$ cat src/rtl/elc_pkg.sv
// elc_pkg: shared floor width, scheduler state encodings and one-hot helpers
package elc_pkg;
    localparam int N_FLOORS   = 8;
    localparam int MAX_FLOORS = 32;
    localparam logic [2:0] ST_IDLE     = 3'd0;
    localparam logic [2:0] ST_SELECT   = 3'd1;
    localparam logic [2:0] ST_DISPATCH = 3'd2;
    localparam logic [2:0] ST_DOOR     = 3'd3;
    localparam logic [2:0] ST_FAULT    = 3'd4;

    function automatic logic is_onehot(input logic [MAX_FLOORS-1:0] v);
        return (v != '0) && ((v & (v - 1'b1)) == '0);
    endfunction

    function automatic logic [4:0] onehot2idx(input logic [MAX_FLOORS-1:0] v);
        logic [4:0] idx;
        idx = '0;
        for (int i = 0; i < MAX_FLOORS; i++)
            if (v[i]) idx = 5'(i);
        return idx;
    endfunction
endpackage

$ cat src/rtl/elc_look_picker.sv
// elc_look_picker: LOOK policy target choice from the pending set and car position
module elc_look_picker #(
    parameter int N_FLOORS = 8,
    parameter int IW = 3
) (
    input  logic [N_FLOORS-1:0] pending,
    input  logic [IW-1:0]       c,
    input  logic                sched_up,
    output logic [IW-1:0]       target,
    output logic                found,
    output logic                flip
);
    logic [IW-1:0] up_idx, dn_idx;
    logic          has_up, has_dn;

    // nearest pending floor above (lowest) and below (highest) the car
    always_comb begin
        has_up = 1'b0;
        up_idx = '0;
        has_dn = 1'b0;
        dn_idx = '0;
        for (int i = N_FLOORS - 1; i >= 0; i--)
            if (pending[i] && IW'(i) > c) begin
                has_up = 1'b1;
                up_idx = IW'(i);
            end
        for (int i = 0; i < N_FLOORS; i++)
            if (pending[i] && IW'(i) < c) begin
                has_dn = 1'b1;
                dn_idx = IW'(i);
            end
    end

    assign found  = has_up | has_dn;
    assign flip   = sched_up ? (!has_up && has_dn) : (!has_dn && has_up);
    assign target = sched_up ? (has_up ? up_idx : dn_idx) : (has_dn ? dn_idx : up_idx);
endmodule

$ cat src/rtl/iiitb_elc_call_scheduler.sv
// iiitb_elc_call_scheduler: latches floor calls and feeds LOOK-ordered targets to the car controller
module iiitb_elc_call_scheduler
    import elc_pkg::*;
#(
    parameter int N_FLOORS         = elc_pkg::N_FLOORS,
    parameter int DOOR_CYCLES      = 4,
    parameter int DISPATCH_TIMEOUT = 64
) (
    input  logic                clk,
    input  logic                reset,
    input  logic [N_FLOORS-1:0] call_btn,
    input  logic [N_FLOORS-1:0] current_floor,
    input  logic                complete,
    input  logic                over_weight,
    output logic [N_FLOORS-1:0] request_floor,
    output logic                req_valid,
    output logic [N_FLOORS-1:0] pending,
    output logic                door_open,
    output logic                sched_up,
    output logic                timeout_alert
);
    localparam int IW = (N_FLOORS > 1) ? $clog2(N_FLOORS) : 1;
    localparam int TW = $clog2(DISPATCH_TIMEOUT + 1);
    localparam int DW = $clog2(DOOR_CYCLES + 1);

    logic [2:0]          state;
    logic [TW-1:0]       timer;
    logic [DW-1:0]       dwell;
    logic [IW-1:0]       c, target;
    logic                found, flip, cur_ok, hit_here, arrive;
    logic [N_FLOORS-1:0] clr;

    assign cur_ok   = is_onehot(MAX_FLOORS'(current_floor));
    assign c        = IW'(onehot2idx(MAX_FLOORS'(current_floor)));
    assign hit_here = pending[c];
    assign arrive   = complete && (current_floor == request_floor);
    assign clr      = (state == ST_SELECT && hit_here) ? N_FLOORS'(1) << c :
                      (state == ST_DISPATCH && arrive) ? request_floor : '0;

    elc_look_picker #(.N_FLOORS(N_FLOORS), .IW(IW)) u_picker (
        .pending (pending),
        .c       (c),
        .sched_up(sched_up),
        .target  (target),
        .found   (found),
        .flip    (flip)
    );

    // call latching, trip sequencing, door dwell and trip watchdog
    always_ff @(posedge clk or negedge reset) begin
        if (!reset) begin
            state         <= ST_IDLE;
            pending       <= '0;
            request_floor <= '0;
            req_valid     <= 1'b0;
            door_open     <= 1'b0;
            sched_up      <= 1'b1;
            timeout_alert <= 1'b0;
            timer         <= '0;
            dwell         <= '0;
        end else begin
            pending <= (pending | call_btn) & ~clr;
            case (state)
                ST_IDLE:
                    if (pending != '0 && !over_weight && cur_ok) state <= ST_SELECT;
                ST_SELECT:
                    if (hit_here) begin
                        door_open <= 1'b1;
                        dwell     <= '0;
                        state     <= ST_DOOR;
                    end else if (found) begin
                        request_floor <= N_FLOORS'(1) << target;
                        req_valid     <= 1'b1;
                        timer         <= '0;
                        sched_up      <= flip ? !sched_up : sched_up;
                        state         <= ST_DISPATCH;
                    end else begin
                        state <= ST_IDLE;
                    end
                ST_DISPATCH:
                    if (arrive) begin
                        request_floor <= '0;
                        req_valid     <= 1'b0;
                        door_open     <= 1'b1;
                        dwell         <= '0;
                        state         <= ST_DOOR;
                    end else if (timer == TW'(DISPATCH_TIMEOUT - 1)) begin
                        request_floor <= '0;
                        req_valid     <= 1'b0;
                        timeout_alert <= 1'b1;
                        timer         <= TW'(DISPATCH_TIMEOUT);
                        state         <= ST_FAULT;
                    end else begin
                        timer <= timer + 1'b1;
                    end
                ST_DOOR:
                    if (!over_weight) begin
                        if (dwell == DW'(DOOR_CYCLES - 1)) begin
                            door_open <= 1'b0;
                            dwell     <= DW'(DOOR_CYCLES);
                            state     <= (pending != '0 && cur_ok) ? ST_SELECT : ST_IDLE;
                        end else begin
                            dwell <= dwell + 1'b1;
                        end
                    end
                ST_FAULT: begin
                    request_floor <= '0;
                    req_valid     <= 1'b0;
                    door_open     <= 1'b0;
                    timeout_alert <= 1'b1;
                end
                default: state <= ST_IDLE;
            endcase
        end
    end
endmodule

$ cat config.mk
export PLATFORM = sky130hd
export DESIGN_NAME = iiitb_elc_call_scheduler
export DESIGN_NICKNAME = d
export VERILOG_FILES = /design/src/rtl/elc_pkg.sv /design/src/rtl/elc_look_picker.sv /design/src/rtl/iiitb_elc_call_scheduler.sv
export SDC_FILE = /design/constraint.sdc
export NUM_CORES = 1
export LEC_CHECK = 0
export ABC_CLOCK_PERIOD_IN_PS = 2070
export BUFFER_PORTS_ARGS = -buffer_cell sky130_fd_sc_hd__buf_2
export CAP_MARGIN = 20
export CORE_MARGIN = 2
export CORE_UTILIZATION = 25
export CTS_CLUSTER_SIZE = 16
export DETAILED_ROUTE_END_ITERATION = 8
export GPL_ROUTABILITY_DRIVEN = 0
export RECOVER_POWER = 50
export SKIP_CTS_REPAIR_TIMING = 1
export SLEW_MARGIN = 20
export SYNTH_ARGS = -nofsm -noshare
export SYNTH_HDL_FRONTEND = slang
export SYNTH_SLANG_ARGS = --single-unit
$ cat constraint.sdc
create_clock -name clk -period 2.07 [get_ports clk]
set_input_delay 0.1035 -clock clk [delete_from_list [all_inputs] [get_ports clk]]
set_output_delay 0.1035 -clock clk [all_outputs]
set_load 0.01 [all_outputs]
Word-level counts from Yosys, hierarchy flattened:

Index checks and enable logic that the tools add are counted.

* memory bits (writable): 0
* register bits after elaboration: 33
* memory bits (read-only): 0
* memories kept: 0
* latch bits: 0
* output and inout port bits: 20
* input bits: 20

* mux-type cells: 83
* add/subtract/negate cells: 3
* bitwise operators: 7
* shifts and indexed selects: 2
* magnitude comparators: 17
* equal/unequal tests: 17
* reduce and logical (&&, ||, !) cells: 45
* multiply operators: 0
* div/mod/pow operators: 0

Operator list (number)
* 2-to-1 mux 3 bit: 30
* 2-to-1 mux 8 bit: 6
* AND 8 x 32 -> 32 bit: 1
* logical NOT 32 bit: 1
* 2-to-1 mux 1 bit: 31
* 2-to-1 mux 7 bit: 4
* logical AND 1 bit: 25
* one-hot mux 8 bit (3 select lines): 1
* != test 2 bit, second input constant: 8
* AND reduction 4 bit: 4
* nonzero test 8 bit: 2
* left shift 1 x 3 -> 8 bit, first input constant: 2
* one-hot mux 3 bit (5 select lines): 1
* one-hot mux 7 bit (2 select lines): 1
* greater-than comparator 3 bit, first input constant: 4
* < comparator 3 bit, first input constant: 4
* AND reduction 5 bit: 2
* == test 3 x 2 -> 1 bit, second input constant: 3
* one-hot mux 3 bit (3 select lines): 1
* subtractor 8 x 1 -> 9 bit, second input constant: 1
* AND 8 bit: 1
* == test 8 bit: 1
* 2-to-1 mux 2 bit: 4
* inverter 8 bit: 1
* other kinds (25): 35

Depth between registers and ports, before layout:

Gate-level depths: netlist of run 1.

* word-level depth: 23
* mapped depth: 10
* depth with buffers taken out: 8

By module:

Synthesis of run 1 repeated with hierarchy kept, for this count alone.

* cells, all modules: 301
* area, all modules: 2496.1 sq um

Modules (own cells, without submodules)
* iiitb_elc_call_scheduler: seq. area each 827.0 sq um, cells each 231, instances 1, area an instance 2067.0 sq um
* elc_look_picker: seq. area each 0.0 sq um, cells each 70, instances 1, area an instance 429.2 sq um

Worst setup path before layout of run 1:

OpenSTA, ideal clock, no wires.

* path type: reg-to-reg
* from: register pending[1]
* to: register request_floor[4]
* slack: -0.164 ns
* arrival time: 2.113 ns
* cell stages (with the launch flop): 8
* clock period less this slack: 2.234 ns
* cell sequence: dfrtp_1 -> clkbuf_1 -> nor4b_1 -> nor2_1 -> o221ai_1 -> a32o_1 -> mux2_2 -> a22o_1

* longest elaborated chain between the ends: 14
* elaborated cells between the ends (all ways): 33
* classes of those cells: eq/ne: 2; shift: 1; mux: 26; bitwise: 1; reduce/logical: 3

Ends and longest elaborated chain
* from (decl): line iiitb_elc_call_scheduler.sv:17 `output logic [N_FLOORS-1:0] pending,`
* from (signal assigned): line iiitb_elc_call_scheduler.sv:62 `pending <= (pending | call_btn) & ~clr;`
* logical AND 1 bit: line elc_look_picker.sv:28 `if (pending[i] && IW'(i) < c) begin`
* 2-to-1 mux 1 bit: line elc_look_picker.sv:28
* 2-to-1 mux 2 bit / 2-to-1 mux 1 bit (equally long branches) (2 in a row): line elc_look_picker.sv:28
* 2-to-1 mux 3 bit / 2-to-1 mux 1 bit (equally long branches) (4 in a row): line elc_look_picker.sv:28
* 2-to-1 mux 3 bit (2 in a row): line elc_look_picker.sv:36 `assign target = sched_up ? (has_up ? up_idx : dn_idx) : (has_dn ? dn_idx : up_idx);`
* left shift 1 x 3 -> 8 bit: line iiitb_elc_call_scheduler.sv:72 `request_floor <= N_FLOORS'(1) << target;`
* 2-to-1 mux 8 bit: line iiitb_elc_call_scheduler.sv:71 `end else if (found) begin`
* 2-to-1 mux 8 bit: line iiitb_elc_call_scheduler.sv:67 `if (hit_here) begin`
* one-hot mux 8 bit (3 select lines): line iiitb_elc_call_scheduler.sv:63 `case (state)`
* to (signal assigned): line iiitb_elc_call_scheduler.sv:72
* to (decl): line iiitb_elc_call_scheduler.sv:15 `output logic [N_FLOORS-1:0] request_floor,`

Parallel ways exist; a longest one is shown, timed or not. The select of a mux whose other input is x is not followed.
A chain may end at the register's enable or synchronous reset.

Worst setup path after layout of run 1:

* from: register pending[3]
* to: register request_floor[4]

* longest elaborated chain between the ends: 12
* elaborated cells between the ends (all ways): 33
* classes of those cells: eq/ne: 2; shift: 1; mux: 26; bitwise: 1; reduce/logical: 3

Ends and longest elaborated chain (line)
* logical AND 1 bit: elc_look_picker.sv:28
* 2-to-1 mux 2 bit / 2-to-1 mux 1 bit (equally long branches): elc_look_picker.sv:28
* 2-to-1 mux 3 bit / 2-to-1 mux 1 bit (equally long branches) (4 in a row): elc_look_picker.sv:28
* 2-to-1 mux 3 bit (2 in a row): elc_look_picker.sv:36
* left shift 1 x 3 -> 8 bit: iiitb_elc_call_scheduler.sv:72
* 2-to-1 mux 8 bit: iiitb_elc_call_scheduler.sv:71
* 2-to-1 mux 8 bit: iiitb_elc_call_scheduler.sv:67
* one-hot mux 8 bit (3 select lines): iiitb_elc_call_scheduler.sv:63

Parallel ways exist; a longest one is shown, timed or not. The select of a mux whose other input is x is not followed.

==> flow_metrics.py, run 1 <==
metrics = {
    "power": {
        "peakVddDrop_mv": 0.3023,
        "netSwitchingFraction_pct": 40.48,
        "clkPwrFrac_pct": 19.6,
        "pwr-share-seq_pct": 36.8,
        "p_int_mw": 1.519,
        "p_per_area_mw_per_mm2": 733.2,
        "p_leak_nw": 1.483,
        "p_total_mw": 2.551,
        "p_sw_mw": 1.033,
        "combPwrFrac_pct": 43.6,
    },
    "placement": {
        "dp.cells": 522,
        "post-place-ws_ns": -0.1414,
        "port_buffers": 39,
        "place_hpwl_um": 6736,
    },
    "sta": {
        "period_needed_ns": 2.037,
        "slew_viol_final": 0,
        "setup_viol": 0,
        "post-route-period-util_pct": 98.41,
        "hold_viol": 0,
        "final.setup.worst_slack_ns": 0.03299,
        "worst_pin_slew_ns": 0.8797,
        "rsz0062_at_grt": "yes",
        "whs_ns": 0.1134,
        "fmax_mhz": 490.9,
        "fin_skew_ns": 0.006481,
        "relSlewSlack_pct": 41.36,
    },
    "min_path": {
        "min-delay-start": "call_btn[0]",
        "min_path_cells": 3,
        "whs_endpoint": "pending[0]",
        "hold_class": "in2reg",
    },
    "cts": {
        "cts-buffers-inserted": 5,
        "ctsLongestPathBuffers": 2,
        "tritoncts": "built",
        "clk-insertion-delay-late_ns": 0.29,
        "htreeDepth": 2,
        "cts.sinks": 33,
        "clock-root-buffer": "clkbuf_8",
        "clk_pin_slew_worst_paths_ns": 0.08,
    },
    "global_route": {
        "antenna_found_initial": 0,
        "grt_first_pass_wirelength_um": 13850,
        "grt_pass1_vias": 2775,
        "grtUsageTotal_pct": 16.06,
        "grt_max_degree": 34,
        "grt_overflow_total": 0,
    },
    "detailed_routing": {
        "wl_per_cell_um": 16.59,
        "drcViolationCount": 0,
        "drt_iter0_drc": 220,
        "ant_nets": 0,
        "drt_first_pass_iters": 5,
        "vias": 2796,
        "drt_wl_total_um": 8809,
        "post_drt_via_cell_ratio": 5.266,
    },
    "finish": {
        "layout_commonest_cell": "buf_4",
        "fin_nets": 420,
        "instances_no_fill": 531,
        "drive_above_1_share_pct": 35.18,
        "layout_common_cells": "buf_4, nor2_1, dfrtp_1, buf_2, nand2_1",
        "fin_util_pct": 35.93,
        "area_growth_pct": 40.45,
        "diodes": 0,
    },
    "logic_synthesis": {
        "postSynthNetCount": 322,
        "synth.largest_area_cell": "dfrtp_1",
        "synth-seq-cells": 33,
        "synth_warnings": 0,
        "synth_area_mm2": 0.002477,
        "synth-async-reset-ratio_pct": 100.0,
        "ys_seq_area_share_pct": 33.38,
        "syn_area_per_cell_um2": 8.286,
        "ys.flop_type": "dfrtp_1",
        "synth_cells": 299,
        "synth-edff-count": 0,
        "synth.area.top_cells": "dfrtp_1, nor2_1, o21ai_0, a21oi_1, nand2_1",
        "synth_top_area_share_pct": 32.32,
        "synth_cell_types": 58,
    },
    "setup_path": {
        "arrival_ns": 2.22,
        "critPathMaxFanout": 6,
        "critical_path.startpoint": "pending[3]",
        "r2r_start": "pending[3]",
        "rr_worst_depth": 6,
        "critical_path_class": "reg2reg",
        "worstSetupStartpointType": "flip-flop",
        "endpoint_kind": "flip-flop",
        "r2r_slack_ns": 0.03,
        "r2r-end": "request_floor[4]",
        "crit_required_ns": 2.25,
    },
    "run": {
        "cap_violations": 0,
    },
    "floorplanning": {
        "rows": 36,
        "io_pins": 40,
        "fp.dieH_um": 103.5,
        "coreArea_mm2": 0.009684,
        "die_x_um": 103.5,
        "start_util_pct": 25.58,
        "dieArea_mm2": 0.01072,
    },
    "outcome": {
        "status": "completed",
    },
}
-- state kept, by name (all words and copies together), names as in the netlist --
register / flops
pending: 8
sched_up: 1
door_open: 1
timeout_alert: 1
state: 3
request_floor: 8
dwell: 3
timer: 7
req_valid: 1
-- cells in the mapped netlist, drive strengths merged (2+ instances only) --
cell type,number
or2,3
nand2b,7
nand4,2
nor3b,4
nor3,10
a22oi,4
o21bai,2
a21oi,20
nand3,14
xnor2,8
nor4,3
clkbuf,8
a32o,3
or3,3
mux2,6
o22ai,2
a221oi,3
nand3b,3
nand2,22
inv,9
buf,10
o221ai,2
a21o,4
o21ai,24
dfrtp,32
o31ai,3
a31oi,8
and3,4
nand4b,4
nor2b,7
ha,3
o2bb2ai,5
and2,2
a22o,6
nor2,32
-- power by group through the flow --
stage               Combinational (mW)  Clock (mW)  Sequential [mW]
floorplan                        0.701           0            0.905
global placement                  1.04           0            0.941
detailed placement                1.06           0            0.944
CTS                               1.06       0.511            0.934
global route                      1.24       0.533            0.962
finish                            1.11       0.500            0.939
-- per-layer routing --
| metal | wire, um | track usage [%] | vias up | part of all wire (%) |
|---|---|---|---|---|
| li1 | - | - | 1311 | - |
| met5 | 0 | 0 | - | 0 |
| met3 | 587 | 2.769 | 22 | 6.7 |
| met4 | 205 | 5.116 | 0 | 2.3 |
| met1 | 3841 | 21.10 | 1336 | 44 |
| met2 | 4174 | 26.92 | 127 | 47 |
-- worst max-delay path by stage --
| stage | to | depth (start not counted) |
|---|---|---|
| floorplan | request_floor[4] | 8 |
| global placement | request_floor[0] | 9 |
| detailed placement | request_floor[6] | 7 |
| CTS | request_floor[4] | 7 |
| global route | request_floor[4] | 7 |
| finish | request_floor[4] | 6 |
-- logic make-up (layout without fill, tap and decap cells) --
| family | count (synthesis) | count (layout) | share of synthesized area (%) |
|---|---|---|---|
| multiplexers | 7 | 7 | 3.131 |
| XOR/XNOR | 8 | 8 | 2.828 |
| buffers and inverters | 27 | 126 | 5.455 |
| adder cells (fa/ha/maj) | 4 | 4 | 1.919 |
| AND/OR/NAND/NOR | 123 | 123 | 26.01 |
| flip-flops | 33 | 33 | 33.38 |
| AO/OA/AOI/OAI | 97 | 97 | 27.27 |
-- area by class of cell --
cell class / instances / area (um2)
Tap cell: 133 / 166.4
Multi-Input combinational cell: 239 / 1648
Clock buffer: 7 / 76.32
Sequential cell: 33 / 829.5
Fill cell: 996 / 6205
Clock inverter: 1 / 7.507
Inverter: 9 / 33.78
Timing Repair Buffer: 109 / 718.2
-- worst max-delay path: stages (launching register included) --
cell and delay [ns]:
dfrtp_2 0.46, nor2b_1 0.16, a22oi_2 0.31, o221ai_4 0.18, a32o_2 0.30, mux2_4 0.32, a22o_1 0.20
-- through the flow --
stage	TNS, ns	cell area [um2]
3_5_place_dp	-1.997	3276
5_1_grt	-0.2387	3480
3_3_place_gp	-1.942	3276
4_1_cts	-0.6611	3359
6_report	0	3480
2_1_floorplan	0	2486
No activity file was read; power rests on OpenSTA's default activity.
==> inputs of run 2 (changes only) <==
--- a/config.mk
+++ b/config.mk
@@ -5,11 +5,13 @@
 export SDC_FILE = /design/constraint.sdc
 export NUM_CORES = 1
 export LEC_CHECK = 0
+export ABC_AREA = 1
 export ABC_CLOCK_PERIOD_IN_PS = 2070
 export BUFFER_PORTS_ARGS = -buffer_cell sky130_fd_sc_hd__buf_2
 export CAP_MARGIN = 20
 export CORE_MARGIN = 2
 export CORE_UTILIZATION = 25
+export CTS_CLUSTER_DIAMETER = 120
 export CTS_CLUSTER_SIZE = 16
 export DETAILED_ROUTE_END_ITERATION = 8
 export GPL_ROUTABILITY_DRIVEN = 0
==> run 2 against run 1 <==
Net effect: hold slack got worse by 0.074 ns; clock skew decreased by 0.0025 ns; via count increased by 1.5%; sequential share of layout area increased by 1.7 points; synthesized area increased by 8.4%; global-route usage decreased by 1.1 points; critical path depth increased by 2; register-to-register slack improved by 0.13 ns; flip-flop and latch count unchanged; cell area decreased by 6.8%; core utilization decreased by 4.7 points; critical path type unchanged; critical endpoint is now pending[5].
==> flow_metrics.py, run 2 <==
metrics = {
    "floorplanning": {
        "io_pins": 40,
        "fp.dieH_um": 107.7,
        "die_x_um": 107.7,
        "coreArea_mm2": 0.01037,
        "dieArea_mm2": 0.01159,
        "start_util_pct": 25.90,
        "rows": 37,
    },
    "power": {
        "p_total_mw": 2.721,
        "p_per_area_mw_per_mm2": 839.5,
        "peakVddDrop_mv": 0.2797,
        "p_leak_nw": 1.634,
    },
    "outcome": {
        "status": "completed",
    },
    "min_path": {
        "hold_class": "in2reg",
        "whs_endpoint": "pending[5]",
        "min_path_cells": 3,
        "min-delay-start": "call_btn[5]",
    },
    "logic_synthesis": {
        "synth-edff-count": 0,
        "synth_warnings": 0,
        "synth_cell_types": 38,
        "synth.most_common_cell": "nand2_1",
        "synth.area.top_cells": "dfrtp_1, nand2_1, inv_1, nand3_1, nor2_1",
        "yosys-top-cells-count": "nand2_1, inv_1, nand3_1",
        "synth.largest_area_cell": "dfrtp_1",
        "synth-seq-cells": 33,
        "synth_cells": 396,
        "synth-async-reset-ratio_pct": 100.0,
        "ys_seq_area_share_pct": 30.79,
        "syn_area_per_cell_um2": 6.784,
        "synth_area_mm2": 0.002686,
        "postSynthNetCount": 419,
        "synth_top_area_share_pct": 29.81,
        "ys.flop_type": "dfrtp_1",
    },
    "global_route": {
        "grt_max_degree": 34,
        "grt_pass1_vias": 2726,
        "grt_overflow_total": 0,
        "grt_first_pass_wirelength_um": 13680,
        "grtUsageTotal_pct": 15.00,
        "antenna_found_initial": 0,
    },
    "setup_path": {
        "r2r-end": "pending[5]",
        "critPathMaxFanout": 5,
        "critical_path_class": "reg2reg",
        "crit_required_ns": 2.26,
        "r2r_start": "request_floor[4]",
        "arrival_ns": 2.10,
        "endpoint_kind": "flip-flop",
        "rr_worst_depth": 8,
        "r2r_slack_ns": 0.16,
        "worstSetupStartpointType": "flip-flop",
    },
    "cts": {
        "clk_pin_slew_worst_paths_ns": 0.08,
        "clk-insertion-delay-late_ns": 0.29,
        "cts.sinks": 33,
        "htreeDepth": 2,
        "tritoncts": "built",
        "cts-buffers-inserted": 5,
        "ctsLongestPathBuffers": 2,
        "clock-root-buffer": "clkbuf_8",
    },
    "detailed_routing": {
        "drt_wl_total_um": 8380,
        "drt_first_pass_iters": 5,
        "post_drt_via_cell_ratio": 4.825,
        "ant_nets": 0,
        "drcViolationCount": 0,
        "vias": 2837,
        "wl_per_cell_um": 14.25,
        "drt_iter0_drc": 276,
    },
    "sta": {
        "fin_skew_ns": 0.003955,
        "setup_viol": 0,
        "period_needed_ns": 1.911,
        "worst_pin_slew_ns": 0.8790,
        "fmax_mhz": 523.3,
        "setup_tns_ns": 0,
        "rsz0062_at_grt": "no",
        "post-route-period-util_pct": 92.32,
        "hold_viol": 0,
        "relSlewSlack_pct": 41.40,
        "slew_viol_final": 0,
    },
    "finish": {
        "diodes": 0,
        "largest_registers": "pending x8, request_floor x8, timer x7",
        "fin_util_pct": 31.26,
        "regArea_um2": 827.0,
        "multiInputGateArea_mm2": 0.001649,
        "fill_cells": 1158,
        "layout_common_cells": "nand2_1, inv_1, nand3_1",
        "area_growth_pct": 20.68,
        "layout_commonest_cell": "nand2_1",
        "fin_nets": 474,
        "drive_above_1_share_pct": 22.35,
    },
    "run": {
        "cap_violations": 0,
    },
    "placement": {
        "port_buffers": 39,
        "place_hpwl_um": 6555,
    },
}
[run 2: routing by layer]
metal / share of wire (%) / up-vias / global-route usage (%)
met4: 1.4 / 0 / 3.571
met1: 47 / 1311 / 21.04
li1: - / 1380 / -
met3: 6.3 / 13 / 2.663
met5: 0 / - / 0
met2: 45 / 133 / 23.90
[run 2: worst max-delay path, stage by stage (launching register included)]
cell and delay [ns]:
dfrtp_1 0.46, xnor2_1 0.38, nand3_1 0.13, nor3_1 0.18
nor3b_1 0.24, buf_4 0.18, nand2_1 0.08, o211ai_1 0.10
inv_1 0.05
[run 2: how the worst max path moves through the flow]
| stage | end | cells past startpoint | startpoint |
|---|---|---|---|
| after detailed placement | request_floor[0] | 9 | request_floor[6] |
| after CTS | request_floor[0] | 9 | request_floor[6] |
| final | pending[5] | 8 | request_floor[4] |
| after global placement | request_floor[7] | 9 | request_floor[6] |
| after floorplan | pending[5] | 6 | state[2] |
| after global routing | request_floor[7] | 10 | timer[0] |
[run 2: where the power goes]
group	internal [mW]	switching, mW	total, mW	leakage (nW)
logic	0.396	0.794	1.19	1.17
registers	0.749	0.112	0.861	0.405
clock network	0.392	0.279	0.671	0.0574
[run 2: layout make-up]
type | count | share of cell area, %
Inverter | 61 | 7.140
Timing Repair Buffer | 48 | 7.526
Sequential cell | 33 | 25.51
Clock buffer | 6 | 2.547
Multi-Input combinational cell | 302 | 50.87
Tap cell | 136 | 5.249
Clock inverter | 2 | 1.158
[run 2: kinds of logic after synthesis]
| kind of cell | share of synthesized area, % |
|---|---|
| and+or+nand+nor | 48.53 |
| buffers and inverters | 8.617 |
| AOI/OAI and AO/OA | 9.362 |
| DFF | 30.79 |
| xor gates and xnor gates | 1.304 |
| adders and majority gates | 1.397 |
[run 2: through the flow]
step | setup WS [ns] | hold WS (ns) | std cells | instance area (um2)
floorplan | 0.4061 | -0.1921 | 396 | 2686
global placement | 0.07266 | 0.2368 | 577 | 3097
detailed placement | 0.1208 | 0.2476 | 577 | 3097
CTS | 0.1068 | -0.07722 | 585 | 3217
global route | 0.007342 | 0.05116 | 588 | 3242
finish | 0.1589 | 0.03941 | 588 | 3242
